$ cat src/rtl/fpnew_sched_pkg.sv
`default_nettype none
// ============================================================================
// Module   : fpnew_sched_pkg
// Purpose  : Shared types for the FPU request scheduler. These are the FPU
//            request/response bundles, the scheduler state encoding and the
//            tag-width helper.
// Revision : 1.0 - initial release
// ============================================================================
package fpnew_sched_pkg;

  // Datapath width of the attached FPU (its Features.Width).
  localparam int unsigned FpuWidth    = 64;
  localparam int unsigned NumOperands = 3;

  typedef struct packed {
    logic nv;  // invalid
    logic dz;  // divide by zero
    logic of;  // overflow
    logic uf;  // underflow
    logic nx;  // inexact
  } status_t;

  typedef struct packed {
    logic [NumOperands-1:0][FpuWidth-1:0] operands;
    logic [2:0]                           rnd_mode;
    logic [3:0]                           op;
    logic                                 op_mod;
    logic [2:0]                           src_fmt;
    logic [2:0]                           dst_fmt;
    logic [1:0]                           int_fmt;
    logic                                 vectorial_op;
  } fpu_req_t;

  typedef struct packed {
    logic [FpuWidth-1:0] result;
    status_t             status;
  } fpu_rsp_t;

  typedef enum logic [1:0] {
    SCHED_RUN   = 2'd0,
    SCHED_DRAIN = 2'd1,
    SCHED_FLUSH = 2'd2
  } sched_state_e;

  // Tag / index width: at least one bit, even for a single requester.
  function automatic int unsigned idx_width(input int unsigned n);
    return (n > 1) ? $clog2(n) : 1;
  endfunction

endpackage
`default_nettype wire

$ cat src/rtl/fpnew_sched_rr_pick.sv
`default_nettype none
// ============================================================================
// Module   : fpnew_sched_rr_pick
// Purpose  : Combinational rotate-priority picker. It selects the first
//            eligible index at or after ptr, wrapping from NumReq-1 to 0.
// Ports    : eligible - request vector
//            ptr      - round-robin start index
//            grant    - one-hot grant (zero when nothing is eligible)
//            idx      - binary index of the grant
//            any      - at least one request is eligible
// Revision : 1.0 - initial release
// ============================================================================
module fpnew_sched_rr_pick
  import fpnew_sched_pkg::*;
#(
  parameter  int unsigned NumReq = 4,
  localparam int unsigned IdxW   = idx_width(NumReq)
) (
  input  logic [NumReq-1:0] eligible,
  input  logic [IdxW-1:0]   ptr,
  output logic [NumReq-1:0] grant,
  output logic [IdxW-1:0]   idx,
  output logic              any
);

  logic [NumReq-1:0] hi_mask;
  logic [NumReq-1:0] masked;
  logic [NumReq-1:0] search;

  // Requests at or above ptr take priority. If there are none, the search
  // wraps around to the lowest eligible index.
  always_comb begin
    hi_mask = '0;
    for (int i = 0; i < int'(NumReq); i++) begin
      hi_mask[i] = (i >= int'(ptr));
    end
    masked = eligible & hi_mask;
    search = (|masked) ? masked : eligible;
    any    = |eligible;
    idx    = '0;
    for (int i = int'(NumReq) - 1; i >= 0; i--) begin
      if (search[i]) begin
        idx = IdxW'(i);
      end
    end
    grant = any ? (NumReq'(1) << idx) : '0;
  end

endmodule
`default_nettype wire

$ cat src/rtl/fpnew_req_scheduler.sv
`default_nettype none
// ============================================================================
// Module   : fpnew_req_scheduler
// Purpose  : Shares one FPU among NumReq requesters. It issues operations
//            round-robin, with the requester index carried as the FPU tag.
//            Results go back to their owner through a one-entry response
//            register. The block caps the number of in-flight ops and
//            supports drain and flush.
// Ports    : clk_i/rst_i              - clock, synchronous active-high reset
//            req_valid_i/req_ready_o  - per-requester issue handshake
//            req_i                    - per-requester operation
//            rsp_valid_o/rsp_ready_i  - per-requester result handshake
//            rsp_o                    - shared result bus
//            fpu_*                    - FPU input, output and flush ports
//            drain_i/flush_i          - quiesce / abort controls
//            drained_o/busy_o         - status
// Revision : 1.0 - initial release
// ============================================================================
module fpnew_req_scheduler
  import fpnew_sched_pkg::*;
#(
  parameter  int unsigned NumReq         = 4,
  parameter  int unsigned Width          = FpuWidth,
  parameter  int unsigned MaxOutstanding = 8,
  localparam int unsigned IdxW           = idx_width(NumReq)
) (
  input  logic              clk_i,
  input  logic              rst_i,
  input  logic [NumReq-1:0] req_valid_i,
  output logic [NumReq-1:0] req_ready_o,
  input  fpu_req_t          req_i [NumReq],
  output logic [NumReq-1:0] rsp_valid_o,
  input  logic [NumReq-1:0] rsp_ready_i,
  output fpu_rsp_t          rsp_o,
  output fpu_req_t          fpu_req_o,
  output logic              fpu_in_valid_o,
  input  logic              fpu_in_ready_i,
  output logic [IdxW-1:0]   fpu_tag_o,
  output logic              fpu_flush_o,
  input  fpu_rsp_t          fpu_rsp_i,
  input  logic [IdxW-1:0]   fpu_tag_i,
  input  logic              fpu_out_valid_i,
  output logic              fpu_out_ready_o,
  input  logic              drain_i,
  input  logic              flush_i,
  output logic              drained_o,
  output logic              busy_o
);

  localparam int unsigned     CntW    = $clog2(MaxOutstanding + 1);
  localparam logic [CntW-1:0] MaxCnt  = CntW'(MaxOutstanding);
  localparam logic [IdxW-1:0] LastIdx = IdxW'(NumReq - 1);

  sched_state_e      state_q;
  logic [IdxW-1:0]   ptr_q;
  logic [CntW-1:0]   cnt_q;
  logic              lock_q;
  logic [IdxW-1:0]   lock_idx_q;
  logic              full_q;
  logic [IdxW-1:0]   tag_q;
  fpu_rsp_t          rsp_q;

  logic [NumReq-1:0] pick_grant;
  logic [IdxW-1:0]   pick_idx;
  logic              pick_any;
  logic              use_lock;
  logic [IdxW-1:0]   win_idx;
  logic [NumReq-1:0] win_onehot;
  logic              issue_ok;
  logic              in_hs;
  logic              out_hs;

  fpnew_sched_rr_pick #(
    .NumReq (NumReq)
  ) u_pick (
    .eligible (req_valid_i),
    .ptr      (ptr_q),
    .grant    (pick_grant),
    .idx      (pick_idx),
    .any      (pick_any)
  );

  // A winner offered without a handshake stays locked. A lower-index
  // requester that raises valid cannot steal the grant mid-handshake.
  assign use_lock   = lock_q && req_valid_i[lock_idx_q];
  assign win_idx    = use_lock ? lock_idx_q : pick_idx;
  assign win_onehot = use_lock ? (NumReq'(1) << lock_idx_q) : pick_grant;

  assign issue_ok       = !rst_i && (state_q == SCHED_RUN) && (cnt_q != MaxCnt);
  assign fpu_in_valid_o = issue_ok && pick_any;
  assign fpu_req_o      = req_i[win_idx];
  assign fpu_tag_o      = win_idx;
  assign in_hs          = fpu_in_valid_o && fpu_in_ready_i;
  assign req_ready_o    = in_hs ? win_onehot : '0;

  // The entry can be refilled in the same cycle that its owner drains it.
  assign fpu_out_ready_o = !rst_i && (state_q != SCHED_FLUSH) &&
                           (!full_q || rsp_ready_i[tag_q]);
  assign out_hs          = fpu_out_valid_i && fpu_out_ready_o;
  assign rsp_valid_o     = full_q ? (NumReq'(1) << tag_q) : '0;
  assign rsp_o           = rsp_q;

  assign fpu_flush_o = (state_q == SCHED_FLUSH);
  assign drained_o   = (state_q == SCHED_DRAIN) && (cnt_q == '0) && !full_q;
  assign busy_o      = (cnt_q != '0) || full_q;

  always_ff @(posedge clk_i) begin
    if (rst_i) begin
      state_q <= SCHED_RUN;
    end else begin
      case (state_q)
        SCHED_RUN:   state_q <= flush_i ? SCHED_FLUSH : (drain_i ? SCHED_DRAIN : SCHED_RUN);
        SCHED_DRAIN: state_q <= flush_i ? SCHED_FLUSH : (drain_i ? SCHED_DRAIN : SCHED_RUN);
        SCHED_FLUSH: state_q <= drain_i ? SCHED_DRAIN : SCHED_RUN;
        default:     state_q <= SCHED_RUN;
      endcase
    end
  end

  always_ff @(posedge clk_i) begin
    if (rst_i) begin
      ptr_q      <= '0;
      lock_q     <= 1'b0;
      lock_idx_q <= '0;
    end else begin
      if (in_hs) begin
        ptr_q <= (win_idx == LastIdx) ? '0 : win_idx + IdxW'(1);
      end
      lock_q     <= fpu_in_valid_o && !fpu_in_ready_i;
      lock_idx_q <= win_idx;
    end
  end

  always_ff @(posedge clk_i) begin
    if (rst_i || (state_q == SCHED_FLUSH)) begin
      cnt_q <= '0;
    end else if (in_hs && !out_hs) begin
      cnt_q <= cnt_q + CntW'(1);
    end else if (!in_hs && out_hs) begin
      cnt_q <= cnt_q - CntW'(1);
    end
  end

  always_ff @(posedge clk_i) begin
    if (rst_i || (state_q == SCHED_FLUSH)) begin
      full_q <= 1'b0;
      tag_q  <= '0;
      rsp_q  <= '0;
    end else if (out_hs) begin
      full_q <= 1'b1;
      tag_q  <= fpu_tag_i;
      rsp_q  <= fpu_rsp_i;
    end else if (full_q && rsp_ready_i[tag_q]) begin
      full_q <= 1'b0;
    end
  end

  // Protocol checks.
  always_ff @(posedge clk_i) begin
    if (!rst_i) begin
      assert (Width == FpuWidth);
      assert (!(in_hs && !out_hs && (cnt_q == MaxCnt)));
      assert (!(out_hs && !in_hs && (cnt_q == '0)));
    end
  end

  if ((1 << IdxW) != NumReq) begin : g_tag_check
    always_ff @(posedge clk_i) begin
      if (!rst_i && fpu_out_valid_i) begin
        assert (int'(fpu_tag_i) < int'(NumReq));
      end
    end
  end

  for (genvar g = 0; g < int'(NumReq); g++) begin : g_req_stable
    logic     pend_q;
    fpu_req_t req_prev_q;
    always_ff @(posedge clk_i) begin
      if (rst_i) begin
        pend_q <= 1'b0;
      end else begin
        pend_q <= req_valid_i[g] && !req_ready_o[g];
        if (pend_q && req_valid_i[g]) begin
          assert (req_i[g] == req_prev_q);
        end
      end
      req_prev_q <= req_i[g];
    end
  end

endmodule
`default_nettype wire

$ cat config.mk
export PLATFORM = sky130hd
export DESIGN_NAME = fpnew_req_scheduler
export DESIGN_NICKNAME = d
export VERILOG_FILES = /design/src/rtl/fpnew_sched_pkg.sv /design/src/rtl/fpnew_sched_rr_pick.sv /design/src/rtl/fpnew_req_scheduler.sv
export SDC_FILE = /design/constraint.sdc
export NUM_CORES = 1
export LEC_CHECK = 0
export ABC_AREA = 1
export CAP_MARGIN = 10
export CORE_AREA = 4 4 474 476
export DETAILED_ROUTE_END_ITERATION = 6
export DIE_AREA = 0 0 478 480
export PLACE_DENSITY_LB_ADDON = 0.2
export SYNTH_ARGS = -nofsm -noshare
export SYNTH_HDL_FRONTEND = slang
export SYNTH_SLANG_ARGS = --single-unit
export TNS_END_PERCENT = 5
$ cat constraint.sdc
create_clock -name clk_i -period 5.2 [get_ports clk_i]
set_input_delay 1.04 -clock clk_i [delete_from_list [all_inputs] [get_ports clk_i]]
set_output_delay 1.04 -clock clk_i [all_outputs]
set_load 0.02 [all_outputs]
==> impl_metrics.toml <==
[status]
status = "finished, final reports clean"

[final_layout]
area_delta_synth_final_pct = 137
multi_input_area_um2 = 8350
layout.nets = 4556
final_cells = 6635
drive_gt1_share_pct = 6.35
final_common_cell = "clkdlybuf4s50_1"
utilization_pct = 13.4
nFillCells = 25900
final_cell_mix = "clkdlybuf4s50_1 (1106), nand2_1 (720), inv_1 (438)"
register_area_um2 = 1660

[synth]
synthArstFlopShare_pct = 0
avgSynthCellArea_um2 = 5.03
yosysWarnings = 0
netlist-cell-type-count = 26
ys_ff_latch = 83
syn-instance-count = 2488
synth_edf_count = 0
synth_area_um2 = 12500
synth_seq_area_share_pct = 13.3
syn-num-nets = 3413
synth-main-ff-cell = "dfxtp_1"

[sta]
fin_crit_ns = 5.11
fin_ws_ns = 0.0929
tightest_slew_ns = 0.970
fin_crit_sh_pct = 98.2
slew_viol_final = 0
tns_ns = 0
whs_ns = 0.466
report.final.hold_viol_count = 0
rsz0062_at_grt = "true"
timing.slew.headroom_pct = 35.4
max_freq_ghz = 0.196
setup_viol = 0
clock_skew_ns = 0.00747

[setup_path]
slowest_stage = "clkdlybuf4s50_1"
critical_path_buf_inv_count = 4
cp_data_required_time_ns = 4.16
crit_arrival_ns = 4.07
crit_type = "in2out"
cp_max_fo = 37
r2r_setup_slack_ns = 2.17
path_common_cell = "nand2_1"
crit_path_start_kind = "input pin"
path_delay_family = "buffers and inverters"
cp_cell_sequence = "clkdlybuf4s50_1, nand2_1, nand3_1, nand2_1, nand2_1, nand2_1, nand3_4, nand2_8, buf_12, buf_4, nand2_1, nand2_1, o21ai_1, clkdlybuf4s50_1"
slowest_delay_ns = 0.64
worstSetupEndpointType = "primary output"

[route]
vias = 21600
drt_iter0_markers = 1361
vias_per_cell = 3.25
wire_per_inst_um = 26.5
drc = 0
postRouteWirelength_um = 176000
drt.antenna.violating_nets = 0
drt_pre_antenna_iters = 5

[global_route]
antenna_found_initial = 189
grt_usage_pct = 14.6
grt_pass1_vias = 21800
grt_overflow_total = 0
grt_pass1_wl_um = 224000
grt_start_max_net_pins = 75

[placed_design]
io_buffers = 1213
hpwl_um = 158000
pre_cts_ws_ns = -0.126
finalWeightedCongestion = 0.920
placed_cells = 6595

[floorplan]
core-area_um2 = 221000
fp-row-count = 173
initial_core_util_pct = 5.66
die_h_um = 480
io_pins = 1214
die_area_um2 = 229000
dieWidth_um = 478

[cts]
clock_latency_ns = 0.38
cts.clk_slew.worst_paths_ns = 0.07
h-tree-depth = 3
cts.repair_timing.setup_buffer_count = 0
ctsLongestPathBuffers = 2
cts_num_sinks = 83
cts_buffers = 9
clock-root-buffer = "clkbuf_16"
cts_tree = "yes"

[power]
switchingPower_mw = 2.99
sw_frac_of_total_pct = 48.5
power.internal_mw = 3.18
pwr-share-clk_pct = 11.7
seqPwrFrac_pct = 11.6
leakage_nw = 12.9
vdd_drop_max_uv = 459
p_per_area_nw_per_um2 = 208
p_comb_share_pct = 76.7

[min_path]
hold_class = "reg2reg"

[job]
drv_cap = 0
==> timing repair <==
| action | in CTS | in global routing |
|---|---|---|
| pin swaps | 0 | 0 |
| gates resized for setup | 7 | 20 |
| hold endpoints to repair | 0 | 0 |
| endpoints found under the setup margin | 7 | 25 |
| hold buffers | 0 | 0 |
==> worst paths after layout <==
kind / start / end / depth (start not counted)
setup / recovery: req_valid_i[1] / fpu_req_o[165] / 14
hold / removal: rsp_o[7]$_SDFFE_PP0P_ / rsp_o[7]$_SDFFE_PP0P_ / 2
setup reg to reg: tag_q[0]$_SDFFE_PP0P_ / cnt_q[3]$_SDFFE_PP0P_ / 15
hold reg to reg: rsp_o[7]$_SDFFE_PP0P_ / rsp_o[7]$_SDFFE_PP0P_ / 2
==> worst min-delay path, delay by kind of cell, from the launching register on <==
family           cells  cell delay [ns]
DFF                  1             0.31
and+or+nand+nor      2             0.11
==> routing by layer <==
| metal | vias up | global-route usage, % | part of all wire, % |
|---|---|---|---|
| met1 | 9971 | 16.7 | 39 |
| met4 | 158 | 1.41 | 1.3 |
| met3 | 308 | 8.22 | 13 |
| li1 | 10000 | - | - |
| met2 | 1117 | 24.4 | 46 |
| met5 | - | 0 | 0.59 |
==> power groups by stage <==
stage               clock, mW  combinational (mW)  sequential, mW
detailed placement          0                4.82           0.733
floorplan                   0                1.75           0.774
CTS                     0.753                4.84           0.719
finish                  0.720                4.73           0.719
global placement            0                4.84           0.731
global route            0.771                5.03           0.725
==> cell usage after synthesis (2+ instances only) <==
master,count,area [um^2]
a21o_1,2,15.0
a21oi_1,9,45.0
buf_1,15,56.3
buf_2,140,701
buf_4,3,22.5
clkbuf_1,33,124
dfxtp_1,83,1660
ha_1,3,37.5
inv_1,438,1640
inv_2,3,11.3
nand2_1,723,2710
nand2_2,4,25.0
nand3_1,366,1830
nand3b_1,209,1570
nand4_1,5,31.3
nor2_1,225,845
nor3_1,6,30.0
o21ai_0,5,25.0
o21ai_1,209,1050
==> state kept, by name, indices dropped and copies added (netlist names) <==
signal,flops
full_q,1
lock_idx_q,2
tag_q,2
state_q,2
cnt_q,4
lock_q,1
ptr_q,2
rsp_o,69
==> logic make-up (layout without fill, tap and decap cells) <==
family,Yosys count,in the layout,share of synthesized area [%]
AO/OA/AOI/OAI,227,227,9.16
XOR/XNOR,2,2,0.140
adder cells (fa/ha/maj),4,4,0.460
buffers and inverters,633,1781,20.6
flip-flops,83,83,13.3
other,0,24,0
AND/OR/NAND/NOR,1539,1539,56.4
==> area by class of cell <==
| type | count | area share (%) |
|---|---|---|
| well taps | 2975 | 12.6 |
| repair buffers | 1324 | 46.8 |
| inverters | 441 | 5.62 |
| multi-input cells | 1772 | 28.2 |
| clock inverters | 4 | 0.190 |
| flip-flops and latches | 83 | 5.61 |
| clock buffers | 12 | 0.832 |
| diodes | 24 | 0.203 |
==> through the flow <==
step | instance area [um^2] | power, mW
2_1_floorplan | 12500 | 2.52
3_3_place_gp | 29200 | 5.58
3_5_place_dp | 29200 | 5.55
4_1_cts | 29500 | 6.32
5_1_grt | 29600 | 6.53
6_report | 29600 | 6.17
Note: power is estimated with default switching activity, not from simulation.
